--- config.mk ---
export PLATFORM = sky130hd
export DESIGN_NAME = sst_descrambler
export DESIGN_NICKNAME = d
export VERILOG_FILES = /design/src/rtl/sst_descrambler.sv
export SDC_FILE = /design/constraint.sdc
export NUM_CORES = 1
export LEC_CHECK = 0
export BUFFER_PORTS_ARGS = -buffer_cell sky130_fd_sc_hd__buf_2
export CORE_ASPECT_RATIO = 1.75
export CORE_UTILIZATION = 40
export CTS_CLUSTER_SIZE = 12
export DETAILED_ROUTE_END_ITERATION = 6
export MAX_ROUTING_LAYER = met4
export SLEW_MARGIN = 20
export SYNTH_ARGS = -nofsm -noshare
export SYNTH_HDL_FRONTEND = slang
export SYNTH_SLANG_ARGS = --single-unit
--- constraint.sdc ---
create_clock -name clk -period 1.1 [get_ports clk]
set_input_delay 0.165 -clock clk [delete_from_list [all_inputs] [get_ports clk]]
set_output_delay 0.165 -clock clk [all_outputs]
set_load 0.05 [all_outputs]
--- src/rtl/sst_descrambler.sv ---
// Self-synchronising multiplicative XOR descrambler with a valid/ready input and a
// one-deep registered output stage; each word is flagged when decoded from a full history.
module sst_descrambler #(
    parameter int unsigned    W    = 8,
    parameter int unsigned    LEN  = 7,
    parameter logic [LEN-1:0] TAPS = LEN'(7'b1100000)
) (
    input  logic         clk,
    input  logic         rst_n,
    input  logic         in_valid,
    output logic         in_ready,
    input  logic [W-1:0] in_data,
    input  logic         resync,
    output logic         out_valid,
    input  logic         out_ready,
    output logic [W-1:0] out_data,
    output logic         out_sync,
    output logic         sync
);
    localparam int unsigned   FW        = $clog2(LEN + W) + 1;
    localparam logic [FW-1:0] FILL_FULL = FW'(LEN);
    localparam logic [FW-1:0] FILL_STEP = FW'(W);

    typedef enum logic {
        ST_FILL = 1'b0,
        ST_SYNC = 1'b1
    } state_e;

    state_e         state_q, state_d;
    logic [LEN-1:0] hist_q, hist_d;
    logic [FW-1:0]  fill_q, fill_d;
    logic           out_valid_q, out_valid_d;
    logic [W-1:0]   out_data_q, out_data_d;
    logic           out_sync_q, out_sync_d;

    logic           accept;
    logic [LEN-1:0] hist_base;
    logic [LEN-1:0] hist_walk;
    logic [FW-1:0]  fill_base;
    logic [FW-1:0]  fill_sum;
    logic [FW-1:0]  fill_sat;
    logic [W-1:0]   word;

    assign in_ready = !out_valid_q || out_ready;
    assign accept   = in_valid && in_ready;

    // A RESYNC in the same cycle as an accept decodes that word from a cleared history.
    always_comb begin : descramble
        hist_base = resync ? '0 : hist_q;
        fill_base = resync ? '0 : fill_q;
        hist_walk = hist_base;
        word      = '0;
        for (int unsigned i = 0; i < W; i++) begin
            word[i]   = in_data[i] ^ (^(hist_walk & TAPS));
            hist_walk = LEN'({hist_walk, in_data[i]});
        end
        fill_sum = fill_base + FILL_STEP;
        fill_sat = (fill_sum >= FILL_FULL) ? FILL_FULL : fill_sum;
    end

    always_comb begin : next_state
        state_d     = state_q;
        hist_d      = hist_q;
        fill_d      = fill_q;
        out_valid_d = out_valid_q;
        out_data_d  = out_data_q;
        out_sync_d  = out_sync_q;

        if (out_ready) begin
            out_valid_d = 1'b0;
        end

        if (resync) begin
            hist_d  = '0;
            fill_d  = '0;
            state_d = ST_FILL;
        end

        if (accept) begin
            hist_d      = hist_walk;
            fill_d      = fill_sat;
            out_valid_d = 1'b1;
            out_data_d  = word;
            out_sync_d  = (fill_base >= FILL_FULL);
            if (!resync && (fill_sat >= FILL_FULL)) begin
                state_d = ST_SYNC;
            end
        end
    end

    always_ff @(posedge clk or negedge rst_n) begin : regs
        if (!rst_n) begin
            state_q     <= ST_FILL;
            hist_q      <= '0;
            fill_q      <= '0;
            out_valid_q <= 1'b0;
            out_data_q  <= '0;
            out_sync_q  <= 1'b0;
        end else begin
            state_q     <= state_d;
            hist_q      <= hist_d;
            fill_q      <= fill_d;
            out_valid_q <= out_valid_d;
            out_data_q  <= out_data_d;
            out_sync_q  <= out_sync_d;
        end
    end

    assign out_valid = out_valid_q;
    assign out_data  = out_data_q;
    assign out_sync  = out_sync_q;
    assign sync      = (state_q == ST_SYNC);

endmodule

After elaboration in Yosys (flattened, before gate mapping)
Index checks and enable logic that the tools add are counted.
Widths: inputs -> output; s select.
- output and inout port bits: 12
- bits in registers: 23
- bits in writable memories: 0
- memories kept: 0
- logic and storage cells: 42
- bits in read-only memories: 0
- bits in latches: 0
- equal/unequal tests: 0
- multiplexer cells: 10
- shift operators: 0
- multiply operators: 0
- div/mod/pow operators: 0
- bitwise gates (word level): 8
- $lt $le $gt $ge: 3
- add/subtract/negate cells: 1
- reduce and logical (&&, ||, !) cells: 14
- operators with widths (cell ; number):
    $reduce_xor 7->1 ; 8
    $ge 5x3->1 const B ; 3
    $mux 5 ; 3
    $mux 7 ; 2
    $xor 1x1->1 ; 8
    $add 5x4->5 const B ; 1
    $mux 1 ; 5
    $logic_and 1x1->1 ; 2
    $logic_not 1->1 ; 2
    $reduce_bool 2->1 ; 1
    $logic_or 1x1->1 ; 1

Logic depth before layout (Yosys ltp)
- depth after elaboration: 8
- depth in mapped cells: 6
- gate-level depth less buffers: 5

Worst setup path after synthesis
OpenSTA, ideal clock, no wires.
- path type: reg-to-reg
- start: register out_valid_q, in the netlist out_valid
- end: register out_data_q[6], in the netlist out_data[6]
- required time: 0.975 ns
- setup time: 0.125 ns
- slack: -0.425 ns
- stages on the path, launching flop included: 6
- period minus slack after synthesis: 1.525 ns
- buffers on the path: 2
- data arrival time: 1.400 ns
- cells stage by stage: dfrtp_1 -> nand2b_4 -> buf_6 -> and2_4 -> buf_6 -> mux2_4
- cells in the longest elaborated chain, start to end: 3
- RTL lines (item ; RTL line ; source):
    start, declared ; 32 ; logic out_valid_q, out_valid_d;
    start signal, assigned ; 103 ; out_valid_q <= out_valid_d;
    $logic_not 1->1 ; 44 ; assign in_ready = !out_valid_q || out_ready;
    $logic_or 1x1->1 ; 44 ;
    $logic_and 1x1->1 ; 45 ; assign accept = in_valid && in_ready;
    end signal, assigned ; 104 ; out_data_q <= out_data_d;
    end, declared ; 33 ; logic [W-1:0] out_data_q, out_data_d;
Every way passes these cells.
A chain may end at the register's enable or synchronous reset.

Final worst setup path
- start: register fill_q[4]
- end: register state_q, in the netlist sync
- cells in the longest elaborated chain, start to end: 8
- RTL lines (item ; RTL line ; source):
    start, declared ; 31 ; logic [FW-1:0] fill_q, fill_d;
    start signal, assigned ; 102 ; fill_q <= fill_d;
    $mux 5 (*) ; - ;
    $add 5x4->5 (*) ; 57 ; fill_sum = fill_base + FILL_STEP;
    $ge 5x3->1 ; 58 ; fill_sat = (fill_sum >= FILL_FULL) ? FILL_FULL : fill_sum;
    $mux 5 (*) ; 58 ;
    $ge 5x3->1 (*) ; 85 ; if (!resync && (fill_sat >= FILL_FULL)) begin
    $logic_and 1x1->1 (*) ; 85 ;
    $mux 1 (*) ; 85 ;
    $mux 1 (*) ; 79 ; if (accept) begin
    named net state_d ; 29 ; state_e state_q, state_d;
    end signal, assigned ; 100 ; state_q <= state_d;
    end, declared ; 29 ;
Mark *: on every way through the listed nets, which the timed path passes. The rest lies on a longest branch.

==> impl_metrics.ini <==
[route]
met3RoutedLength_um = 63
number_of_iterations_in_the_first_detailed_routing_pass = 2
routedWlPerCell_um = 14.7
post_drt_via_cell_ratio = 5.33
drt_wl_total_um = 2540
highest-signal-layer = met4
routed-via-count = 922
drt.antenna.violating_nets = 0
wl_met2_um = 1400
m1WireLength_um = 1010
initialDrtViolationCount = 12
remaining_drc_errors = 0

[timing]
grt_setup_unrepaired = yes
portion_of_the_clock_cycle_consumed_by_the_worst_path_in_the_final_layout_pct = 119
worst-slew-pin-transition_ns = 0.519
maxSlewViolCount = 0
setup_tns_ns = -0.463
timing.clock.skew_ns = 0.00189
timing.final.hold_violations = 0
worst_hold_slack_ns = 0.150
finalSetupViolCount = 8
timing.final.crit_period_ns = 1.31
max_freq_mhz = 761
setup_ws_ns = -0.213
slew_headroom_pct = 65.4

[finish]
final_core_utilization_pct = 55.9
final_cell_area_um2 = 1520
fillerInstances = 242
seq_area_um2 = 579
multi_input_comb_area_um2 = 583
areaGrowthSynthToFinish_pct = 30.5
antenna_cells_inserted = 0
share_of_layout_cells_above_drive_strength_1_pct = 39.7
finish.net_count = 162

[clocking]
tritoncts_num_sinks = 23
numCtsBuffers = 3
clk_pin_slew_worst_paths_ns = 0.08
h-tree-depth = 1
clock-root-buffer = clkbuf_8
clk-insertion-delay-late_ns = 0.26
tritoncts = yes
clock_path_buffers = 2

[worst_setup_path]
cp-start-kind = register
cp_cell_sequence = nor2b_4, ha_4, nand3b_1, o211ai_1, a21oi_1
critPathSlowestCell = dfrtp_1
worst_path_largest_cell_delay_ns = 0.38
cp_max_fo = 2
worstSetupPathType = reg -> reg
cp.arrival_ns = 1.45
critPathCaptureType = register
worst-endpoint-required_ns = 1.24
cpLargestDelayFamily = flip-flops
critical_path_buf_inv_count = 0

[logic_synthesis]
ys_async_sr_fraction_pct = 100
postSynthRegisterBits = 23
ys_types = 26
synthFlopType = dfrtp_1
synthesis.yosys.warnings = 0
syn-mean-instance-area_um2 = 10.3
synth_enable_flop_cells = 0
postSynthNetCount = 128
synth.yosys.seq_area_share_pct = 49.4
synthesis.area_um2 = 1170
post_synth_inst_count = 113

[power_and_ir_drop]
p_clk_share_pct = 23.4
combPwrFrac_pct = 31.1
pwrdens_nw_per_um2 = 1460
p_seq_share_pct = 45.4
power.share.switching_pct = 34.8
peak_supply_drop_v = 0.000784
p_switching_uw = 775
leakage_uw = 0.000666
internal_power_uw = 1450

[place]
port-buffer-count = 24
dp_hpwl_um = 1740
dpl_cell_area_um2 = 1350
gp_congestion = 0.724

[global_routing]
grtUsageTotal_pct = 16.9
grt_overflow = 0
grt_start_max_net_pins = 24
first_global_vias = 901
antenna_found_initial = 0
global_route_wire_length_before_repair_um = 3960

[worst_hold_path]
min-delay-path-class = in -> reg

[floorplanning]
die_area_um2 = 3140
placementRows = 25
die_w_um = 42.8
coreArea_um2 = 2720
design.portCount = 25
die_height_um = 73.4
floorplan.initialDensity_pct = 42.9

[run_status]
run_status = finished, violations left
failed_checks = negative setup slack

[job]
cap_viol_max_count = 0
[final cells by class]
cell class | count | share of cell area [%]
sequential | 23 | 38.1
clock buffer | 4 | 2.96
multi-input combinational | 76 | 38.3
inverter | 6 | 1.48
timing repair buffer | 37 | 16.9
tap | 27 | 2.22
[worst paths after layout]
| path | from | to | slack (ns) | depth (start not counted) |
|---|---|---|---|---|
| worst max-delay path | fill_q[4] | sync | -0.21 | 5 |
| worst min-delay path | in_data[4] | hist_q[3] | 0.15 | 3 |
| worst max register to register | fill_q[4] | sync | -0.21 | 5 |
| worst min register to register | out_data[7] | out_data[7] | 0.51 | 1 |
| max in group asynchronous | rst_n | hist_q[1] | 0.32 | 2 |
| min in group asynchronous | rst_n | hist_q[4] | 0.40 | 2 |
[cells by family (layout without fill, tap and decap cells)]
| group | Yosys count | in the layout | synth area share, % |
|---|---|---|---|
| multiplexers | 3 | 3 | 3.54 |
| XOR/XNOR | 10 | 10 | 7.51 |
| AO/OA/AOI/OAI | 31 | 31 | 14.5 |
| buffers and inverters | 14 | 47 | 6.87 |
| adder cells (fa/ha/maj) | 2 | 2 | 2.15 |
| AND/OR/NAND/NOR | 30 | 30 | 16.1 |
| flip-flops | 23 | 23 | 49.4 |
[power groups by stage]
stage               logic (µW)  clock network (µW)  registers [µW]
finish                     694                 522            1010
global route               741                 570            1020
CTS                        677                 548            1010
detailed placement         661                   0            1020
global placement           650                   0            1020
floorplan                  250                   0            1250
[synth_stat cells (2+ instances only)]
master | number | area (µm²)
dfrtp_1 | 23 | 576
o21ai_0 | 11 | 55.1
xnor2_1 | 10 | 87.6
a21oi_1 | 9 | 45.0
nand2b_1 | 7 | 43.8
a31oi_1 | 6 | 37.5
inv_1 | 6 | 22.5
nand3_1 | 6 | 30.0
or3_1 | 6 | 37.5
nor2b_1 | 4 | 25.0
buf_2 | 3 | 15.0
buf_6 | 3 | 33.8
o22ai_1 | 3 | 18.8
ha_1 | 2 | 25.0
mux2_4 | 2 | 30.0
nor2_1 | 2 | 7.51
[per-stage QoR]
stage	power, µW	setup WS [ns]	instances
4_1_cts	2230	-0.175	170
3_5_place_dp	1680	-0.184	165
3_3_place_gp	1670	-0.142	165
5_1_grt	2340	-0.273	173
6_report	2230	-0.213	173
2_1_floorplan	1500	-0.273	113
[cell usage in the layout, fill, tap and decap left out, drive strengths merged]
cell type and n:
dfrtp 23, inv 6, nand3 6, clkbuf 5, o21ai 12, nand2 1, dlygate4sd3 1, buf 35
or3 6, and2 1, nand3b 1, xnor2 10, ha 2, a31oi 6, nand2b 8, nor2b 4
o211ai 1, o22ai 3, a21oi 9, and4b 1, nor2 2, mux2 3
[timing repair]
action | in CTS | in global routing
hold buffers | 1 | 0
endpoints found under the setup margin | 11 | 17
endpoints found under the hold margin | 23 | 0
buffers inserted | 0 | 3
pin swaps | 8 | 7
resized for setup | 8 | 18
[routing by layer]
layer  vias up  GRT usage, %
met1       445          19.7
met5         -             -
met2        18          28.3
met4         0          8.33
li1        455             -
met3         4          2.21
[tightest hold or removal path: cells and delay by family]
family	cells	cell delay (ns)
AOI/OAI and AO/OA	1	0.05
buffers and inverters	1	0.11
and+or+nand+nor	1	0.05
[state kept, by name, indices dropped and copies added, names as in the netlist]
name / count
out_data: 8
hist_q: 7
fill_q: 5
out_sync: 1
out_valid: 1
sync: 1
(Power assumes the default switching activity.)
